### config.mk
export PLATFORM = sky130hd
export DESIGN_NAME = cmp_sort_ctrl_flat
export DESIGN_NICKNAME = d
export VERILOG_FILES = /design/src/rtl/cmp_sort_if.sv /design/src/rtl/cmp_sort_ctrl.sv /design/src/flat_wrapper.sv
export SDC_FILE = /design/constraint.sdc
export NUM_CORES = 1
export LEC_CHECK = 0
export ABC_AREA = 1
export BUFFER_PORTS_ARGS = -buffer_cell sky130_fd_sc_hd__buf_2
export CAP_MARGIN = 20
export CELL_PAD_IN_SITES_DETAIL_PLACEMENT = 1
export CELL_PAD_IN_SITES_GLOBAL_PLACEMENT = 2
export CORE_MARGIN = 2
export CORE_UTILIZATION = 35
export DETAILED_ROUTE_END_ITERATION = 16
export PLACE_DENSITY_LB_ADDON = 0.1
export SYNTH_ARGS = -nofsm -noshare
export SYNTH_HDL_FRONTEND = slang
export SYNTH_SLANG_ARGS = --single-unit
### constraint.sdc
create_clock -name clk -period 4.35 [get_ports clk]
set_clock_uncertainty 0.1 [all_clocks]
set_input_delay 1.305 -clock clk [delete_from_list [all_inputs] [get_ports clk]]
set_output_delay 1.305 -clock clk [all_outputs]
set_load 0.005 [all_outputs]
### src/rtl/cmp_sort_if.sv
// cmp_sort_if: handshake and bus bundle for cmp_sort_ctrl.
//   master : word source / consumer side (drives start, din, din_valid, dout_ready)
//   slave  : sorter side (drives busy, dout, dout_valid, done, swap_cnt)
interface cmp_sort_if #(
  parameter int unsigned WIDTH = 4
);
  logic             start;
  logic [WIDTH-1:0] din;
  logic             din_valid;
  logic             busy;
  logic [WIDTH-1:0] dout;
  logic             dout_valid;
  logic             dout_ready;
  logic             done;
  logic [7:0]       swap_cnt;

  modport master (
    output start, din, din_valid, dout_ready,
    input  busy, dout, dout_valid, done, swap_cnt
  );

  modport slave (
    input  start, din, din_valid, dout_ready,
    output busy, dout, dout_valid, done, swap_cnt
  );
endinterface

### src/rtl/cmp_sort_ctrl.sv
// cmp_sort_ctrl: loads a block of DEPTH unsigned words, bubble-sorts them in place
// with one shared comparator (early exit on a swap-free pass), then streams them out
// in ascending order over a valid/ready handshake.
//   clk, rst : clock, asynchronous active-high reset
//   bus      : cmp_sort_if.slave (start/din/din_valid in; busy/dout/dout_valid/done/swap_cnt out;
//              dout_ready in)
module cmp_sort_ctrl #(
  parameter int unsigned WIDTH = 4,
  parameter int unsigned DEPTH = 4
) (
  input  logic       clk,
  input  logic       rst,
  cmp_sort_if.slave  bus
);
  localparam int unsigned IW = $clog2(DEPTH);
  localparam int unsigned CW = 8;

  typedef enum logic [1:0] {S_IDLE, S_LOAD, S_SORT, S_OUTPUT} state_t;

  state_t           state_q, state_d;
  logic [WIDTH-1:0] mem_q [DEPTH];
  logic [WIDTH-1:0] mem_d [DEPTH];
  logic [IW-1:0]    wr_idx_q, wr_idx_d;
  logic [IW-1:0]    rd_idx_q, rd_idx_d;
  logic [IW-1:0]    i_q, i_d;
  logic [IW-1:0]    pass_len_q, pass_len_d;
  logic             swapped_q, swapped_d;
  logic             busy_q, busy_d;
  logic [WIDTH-1:0] dout_q, dout_d;
  logic             dout_valid_q, dout_valid_d;
  logic             done_q, done_d;
  logic [CW-1:0]    swap_cnt_q, swap_cnt_d;
  logic             do_swap_c;

  // Shared comparator: strictly greater, so equal words keep their order
  assign do_swap_c = (mem_q[i_q] > mem_q[i_q + IW'(1)]);

  // State and datapath registers
  always_ff @(posedge clk or posedge rst) begin
    if (rst) begin
      state_q      <= S_IDLE;
      for (int k = 0; k < DEPTH; k++) mem_q[k] <= '0;
      wr_idx_q     <= '0;
      rd_idx_q     <= '0;
      i_q          <= '0;
      pass_len_q   <= '0;
      swapped_q    <= 1'b0;
      busy_q       <= 1'b0;
      dout_q       <= '0;
      dout_valid_q <= 1'b0;
      done_q       <= 1'b0;
      swap_cnt_q   <= '0;
    end else begin
      state_q      <= state_d;
      mem_q        <= mem_d;
      wr_idx_q     <= wr_idx_d;
      rd_idx_q     <= rd_idx_d;
      i_q          <= i_d;
      pass_len_q   <= pass_len_d;
      swapped_q    <= swapped_d;
      busy_q       <= busy_d;
      dout_q       <= dout_d;
      dout_valid_q <= dout_valid_d;
      done_q       <= done_d;
      swap_cnt_q   <= swap_cnt_d;
    end
  end

  // Next-state and registered-output logic
  always_comb begin
    state_d      = state_q;
    mem_d        = mem_q;
    wr_idx_d     = wr_idx_q;
    rd_idx_d     = rd_idx_q;
    i_d          = i_q;
    pass_len_d   = pass_len_q;
    swapped_d    = swapped_q;
    busy_d       = busy_q;
    dout_d       = dout_q;
    dout_valid_d = dout_valid_q;
    done_d       = 1'b0;
    swap_cnt_d   = swap_cnt_q;

    case (state_q)
      S_IDLE: begin
        if (bus.start) begin
          state_d    = S_LOAD;
          wr_idx_d   = '0;
          swap_cnt_d = '0;
          busy_d     = 1'b1;
        end
      end
      S_LOAD: begin
        if (bus.din_valid) begin
          mem_d[wr_idx_q] = bus.din;
          if (wr_idx_q == IW'(DEPTH - 1)) begin
            state_d    = S_SORT;
            i_d        = '0;
            pass_len_d = IW'(DEPTH - 1);
            swapped_d  = 1'b0;
          end else begin
            wr_idx_d = wr_idx_q + IW'(1);
          end
        end
      end
      S_SORT: begin
        if (do_swap_c) begin
          mem_d[i_q]          = mem_q[i_q + IW'(1)];
          mem_d[i_q + IW'(1)] = mem_q[i_q];
          swapped_d           = 1'b1;
          if (swap_cnt_q != '1) swap_cnt_d = swap_cnt_q + CW'(1);
        end
        if (i_q == pass_len_q - IW'(1)) begin
          if (!(swapped_q || do_swap_c) || (pass_len_q == IW'(1))) begin
            state_d      = S_OUTPUT;
            rd_idx_d     = '0;
            // First word must reflect a swap made on this very edge
            dout_d       = mem_d[0];
            dout_valid_d = 1'b1;
          end else begin
            pass_len_d = pass_len_q - IW'(1);
            i_d        = '0;
            swapped_d  = 1'b0;
          end
        end else begin
          i_d = i_q + IW'(1);
        end
      end
      S_OUTPUT: begin
        if (bus.dout_ready) begin
          if (rd_idx_q == IW'(DEPTH - 1)) begin
            state_d      = S_IDLE;
            dout_valid_d = 1'b0;
            done_d       = 1'b1;
            busy_d       = 1'b0;
          end else begin
            rd_idx_d = rd_idx_q + IW'(1);
            dout_d   = mem_q[rd_idx_q + IW'(1)];
          end
        end
      end
      default: state_d = S_IDLE;
    endcase
  end

  assign bus.busy       = busy_q;
  assign bus.dout       = dout_q;
  assign bus.dout_valid = dout_valid_q;
  assign bus.done       = done_q;
  assign bus.swap_cnt   = swap_cnt_q;
endmodule

### src/flat_wrapper.sv
// flat-port wrapper written by rule: the top's interface ports become plain ports
module cmp_sort_ctrl_flat 
#(
  parameter int unsigned WIDTH = 4,
  parameter int unsigned DEPTH = 4
)
  (clk, rst, bus_start, bus_din, bus_din_valid, bus_dout_ready, bus_busy, bus_dout, bus_dout_valid, bus_done, bus_swap_cnt);
  cmp_sort_if #(.WIDTH(WIDTH)) bus_i ();
  input  logic clk;
  input  logic rst;
  input wire logic [$bits(bus_i.start)-1:0] bus_start;
  input wire logic [$bits(bus_i.din)-1:0] bus_din;
  input wire logic [$bits(bus_i.din_valid)-1:0] bus_din_valid;
  input wire logic [$bits(bus_i.dout_ready)-1:0] bus_dout_ready;
  output wire logic [$bits(bus_i.busy)-1:0] bus_busy;
  output wire logic [$bits(bus_i.dout)-1:0] bus_dout;
  output wire logic [$bits(bus_i.dout_valid)-1:0] bus_dout_valid;
  output wire logic [$bits(bus_i.done)-1:0] bus_done;
  output wire logic [$bits(bus_i.swap_cnt)-1:0] bus_swap_cnt;
  assign bus_i.start = bus_start;
  assign bus_i.din = bus_din;
  assign bus_i.din_valid = bus_din_valid;
  assign bus_i.dout_ready = bus_dout_ready;
  assign bus_busy = bus_i.busy;
  assign bus_dout = bus_i.dout;
  assign bus_dout_valid = bus_i.dout_valid;
  assign bus_done = bus_i.done;
  assign bus_swap_cnt = bus_i.swap_cnt;
  cmp_sort_ctrl #(.WIDTH(WIDTH), .DEPTH(DEPTH)) u_core (.clk(clk), .rst(rst), .bus(bus_i));
endmodule
# Word-level counts from Yosys, hierarchy flattened
# Cells that the tools add are included.
# Widths: inputs -> output; s select.
# word_totals
ff_bits,42
inputBits,9
out_inout_bits,15
wordCells,149
# classes
add_sub_neg,5
magnitude_cmp,8
eq_ne,21
mux,73
bitwise_logic,4
n_reduce_logical,23
# ops
cell,n
$mux 4,13
$bwmux 16,3
$mux 2,22
$mux 16,2
$pmux 16 s2,1
$bmux 4 s2,3
$demux 4 s2,3
$mux 8,3
$pmux 2 s2,4
$pmux 8 s2,1
$reduce_and 4->1,4
$reduce_and 5->1,3
$mux 1,13
$ge 3x3->1 const B,4
$ne 2x1->1 const B,6
$ne 2x2->1 const B,6
$not 2->3,4
$reduce_bool 2->1,5
$lt 3x1->1 const B,3
$add 8x1->8 const B,1
$eq 2x2->1 const B,4
$ne 8x8->1 const B,1
$pmux 2 s4,1
$pmux 4 s2,1
14 further kinds,23

# Longest topological paths before layout
# depth
ltp_word,12
depth_mapped,22
depth_no_buf,20

# Worst setup path after synthesis
# OpenSTA, ideal clock, no wires.
# synth_path
path_type,register to register
from,register u_core.i_q[0]
to,register u_core.dout_q[0] (netlist: u_core.bus.dout[0])
setup_ns,0.116
arrival_ns,2.466
required_time_ns,4.134
path_slack_ns,1.668
path_stages_with_launch,20
path_buffers,2
synth_period_minus_slack_ns,2.682
path_cell_list,dfrtp_1 buf_6 inv_6 buf_6 ha_1 inv_1 nand3_1 nand2_2 ha_1 nand2_1 inv_1 nand2_1 nand2_1 nand2_1 nand2_1 nand3_2 nand3_4 clkinv_2 nand2_1 nand2_1
# synth_between
elab_chain_cells,11
elab_cells_between_ends,33
cone_classes,add/sub: 1; order compare: 5; eq/ne: 3; mux: 16; bitwise: 2; reduce/logical: 6
# synth_lines
element,line,source
start: declaration,cmp_sort_ctrl.sv:25,"logic [IW-1:0] i_q, i_d;"
start signal: assignment,cmp_sort_ctrl.sv:58,i_q <= i_d;
$add 2x1->2 or $not 2->3 (tied branches),"cmp_sort_ctrl.sv:36, cmp_sort_ctrl.sv:108, cmp_sort_ctrl.sv:109",
$not 2->3 (not written as such) (tied with other cells),"cmp_sort_ctrl.sv:36, cmp_sort_ctrl.sv:108, cmp_sort_ctrl.sv:109",
$bmux 4 s2 (tied with other cells),"cmp_sort_ctrl.sv:36, cmp_sort_ctrl.sv:108",
$mux 4 (not written as such) (tied with other cells) (2 in a row),"cmp_sort_ctrl.sv:36, cmp_sort_ctrl.sv:108",
$gt 4x4->1 (tied with other cells),cmp_sort_ctrl.sv:36,assign do_swap_c = (mem_q[i_q] > mem_q[i_q + IW'(1)]);
$logic_or 1x1->1 or $bwmux 16 (tied branches),"cmp_sort_ctrl.sv:114, cmp_sort_ctrl.sv:109",
$logic_not 1->1 or $mux 16 (tied branches),"cmp_sort_ctrl.sv:114, cmp_sort_ctrl.sv:107",
$logic_or 1x1->1 or $mux 4 (tied branches),cmp_sort_ctrl.sv:114,if (!(swapped_q || do_swap_c) || (pass_len_q == IW'(1))) begin
$ne 2x1->1 (no source line) or $mux 4 (tied branches),n/a,
$reduce_and 5->1 (no source line) or $pmux 4 s2 (tied branches),n/a,
end signal: assignment,cmp_sort_ctrl.sv:62,dout_q <= dout_d;
end: declaration,cmp_sort_ctrl.sv:29,"logic [WIDTH-1:0] dout_q, dout_d;"
# Several ways; a longest one is shown, not always the timed one. The select of a mux whose other input is x is not followed.
# A chain may end at the register's enable or synchronous reset.

# Final worst setup path
# layout_path
from,register u_core.i_q[0]
to,register u_core.mem_q[3] (netlist name)
# layout_between
elab_chain_cells,9
elab_cells_between_ends,26
cone_classes,add/sub: 1; order compare: 5; eq/ne: 1; mux: 14; bitwise: 2; reduce/logical: 3
# layout_lines
element,line,source
branches (longest 9 deep; another with $gt 4x4->1),n/a,
end signal: assignment,cmp_sort_ctrl.sv:55,mem_q <= mem_d;
end: declaration,cmp_sort_ctrl.sv:21,logic [WIDTH-1:0] mem_q [DEPTH];
# Parallel ways; which one is timed is not known. The select of a mux whose other input is x is not followed.

==> results.toml <==
[worst_setup_path]
cp.required_ns = 4.49
crit_arrival_ns = 3.71
reg2reg_depth = 18
end_kind = "flop"
cp-start-kind = "flop"
crit_fanout = 21
critPathKind = "reg2reg"

[pwr]
p_int_uw = 1400
p_sw_uw = 1680
p_leak_uw = 0.00188
clockPowerShare_pct = 12.7
seq_power_share_pct = 22.1
powerDensity_mw_per_mm2 = 861
ir_drop_v = 0.000337
share_comb_of_total_power_pct = 65.2
switching_share_pct = 54.4

[synthesis]
yosys_most_used_dff = "dfrtp_1"
synth_area_mm2 = 0.00325
synth_seq_cells = 42
synth_area_leaders = "dfrtp_1 32%, nand2_1 22%, ha_1 7.7%"
syn_area_per_cell_um2 = 6.69
synth_edf_count = 0
synthCells = 485
synth_cell_types = 33
yosys.area.top_type = "dfrtp_1"
async_reset_ff_share_pct = 100
synth_nets = 514
yosysMostFrequentCell = "nand2_1"
synth-seq-area-share_pct = 32.4
synth_common_cells = "189 x nand2_1, 49 x inv_1, 47 x nand3_1"
ys_warn_count = 0
synth.top_cell.area_share_pct = 32.4

[clock_tree]
post-cts-setup-buffers = 0
cts-buffers-inserted = 5
ctsHoldBuffers = 0
cts_max_path_buffers = 2
post_cts_resized = 0
path_clk_slew_ns = 0.09
root_buffer = "clkbuf_8"
cts_tree = "done"
clk_latency_ns = 0.30
htree_levels = 2
cts_sinks = 42

[floorplanning]
fp.dieH_um = 100
fp.coreArea_mm2 = 0.00911
dieArea_mm2 = 0.0101
start_util_pct = 35.6
io_pins = 24
die_x_um = 100
rows = 35

[timing]
setup_viol = 0
hold_viol = 0
fmax_mhz = 280
min_period_over_period_pct = 82.1
relSlewSlack_pct = 48.7
fin_crit_ns = 3.57
maxSlewViolCount = 0
tightest_slew_ns = 0.769
rsz0062_at_grt = "false"
final.setup.tns_ns = 0

[layout]
final_cells = 617
final_util_pct = 39.3
fin_nets = 534
diodes = 0
areaGrowthSynthToFinish_pct = 10.3
drive_above_1_share_pct = 11.5

[grt]
grt_max_degree = 28
grt_pass1_wl_um = 16400
grt_usage_pct = 20.8
grt_pass1_vias = 3248
grt-ovfl-total = 0
antenna_found_initial = 0

[worst_hold_path]
min_path_cells = 2
hold_path.class = "reg2reg"

[drt]
viasPerCell = 5.03
drt_iter0_drc = 113
wl_per_cell_um = 16.0
drc = 0
firstDrtPassIters = 4
antenna_left = 0
vias = 3103
drt-total-wl_um = 9900

[placed_design]
placed_cells = 609
hpwl_um = 7950
numPortBuffers = 23
gp_congestion = 0.828

[flow_run]
drv_cap = 0

[status]
outcome = "completed"
-- power by group through the flow --
| stage | logic [uW] | registers [uW] | clock network [uW] |
|---|---|---|---|
| global placement | 2000 | 688 | 0 |
| finish | 2010 | 682 | 391 |
| global route | 2340 | 704 | 420 |
| CTS | 2050 | 684 | 406 |
| floorplan | 1560 | 615 | 0 |
| detailed placement | 2040 | 691 | 0 |
-- worst max-delay path, stage by stage (launching register included) --
cell and delay, ns:
dfrtp_1 0.85, inv_6 0.18, ha_1 0.46, inv_1 0.12, nand3_1 0.11, nand2_2 0.11, ha_1 0.31, nand2_1 0.06
nand2_1 0.06, nand2_1 0.06, nand2_1 0.08, nand2_1 0.12, nor2_4 0.29, nand2_1 0.10, nand2_1 0.08, nand2_1 0.12
inv_1 0.15, nand2_1 0.07, nand2_1 0.07
-- layout make-up --
cell class / instances / area [um^2]
timing repair buffer: 25 / 130
tap: 111 / 139
fill: 1214 / 5530
sequential: 42 / 1050
multi-input combinational: 379 / 1920
clock buffer: 6 / 82.6
inverter: 52 / 201
clock inverter: 2 / 60.1
-- logic make-up after synthesis --
kind of cell	Yosys count	share of synthesized area (%)
buf+inv	64	8.63
compound gates	68	10.8
simple gates	284	38.3
xor+xnor	7	2.12
flops	42	32.4
fa+ha+maj	20	7.71
-- sequential cells by signal (all words and copies together) (netlist names) --
| signal | count |
|---|---|
| u_core.mem_q | 16 |
| u_core.bus.dout | 4 |
| u_core.rd_idx_q | 2 |
| u_core.swapped_q | 1 |
| u_core.i_q | 2 |
| u_core.state_q | 2 |
| u_core.wr_idx_q | 2 |
| u_core.bus.swap_cnt | 8 |
| u_core.bus.busy | 1 |
| u_core.pass_len_q | 2 |
| u_core.bus.dout_valid | 1 |
| u_core.bus.done | 1 |
-- final timing paths --
| kind | from | end | slack [ns] |
|---|---|---|---|
| min in group asynchronous | rst | u_core.bus.done | 0.89 |
| max in group asynchronous | rst | u_core.mem_q[3] | 2.52 |
| max reg2reg | u_core.i_q[0] | u_core.mem_q[3] | 0.78 |
| min | u_core.pass_len_q[1] | u_core.pass_len_q[1] | 0.38 |
| max | u_core.i_q[0] | u_core.mem_q[3] | 0.78 |
| min reg2reg | u_core.pass_len_q[1] | u_core.pass_len_q[1] | 0.38 |
-- metal layers --
metal  part of all wire (%)  wire, um  track usage [%]  vias to the layer above
li1                       -         -                -                     1593
met1                     47      4650             27.0                     1469
met2                     50      4920             37.0                       29
met3                    1.7       166             2.44                       12
met4                    1.6       163             5.06                        0
met5                      0         0                0                        -
-- placed cells by master, fill, tap and decap left out, drive strengths merged --
cell type / netlist / layout
o21ai: 45 / 45
ha: 20 / 20
clkinv: 2 / 3
bufinv: 0 / 2
dfrtp: 42 / 42
and3: 1 / 1
nor3: 2 / 2
inv: 50 / 49
or2: 8 / 8
buf: 9 / 25
clkbuf: 3 / 6
nand3: 49 / 49
xnor2: 3 / 3
o22ai: 9 / 9
nand4: 4 / 4
nand3b: 1 / 1
nor2: 21 / 21
nand2: 198 / 198
a21oi: 14 / 14
xor2: 4 / 4
-- metrics by stage --
step	worst slack, ns	hold slack, ns	area [um^2]	power (uW)
floorplan	1.67	0.342	3250	2170
global placement	0.949	0.352	3440	2690
detailed placement	0.796	0.369	3440	2730
CTS	0.758	0.390	3580	3140
global route	0.417	0.410	3580	3460
finish	0.780	0.383	3580	3080
Power figures use the tool's default switching activity.
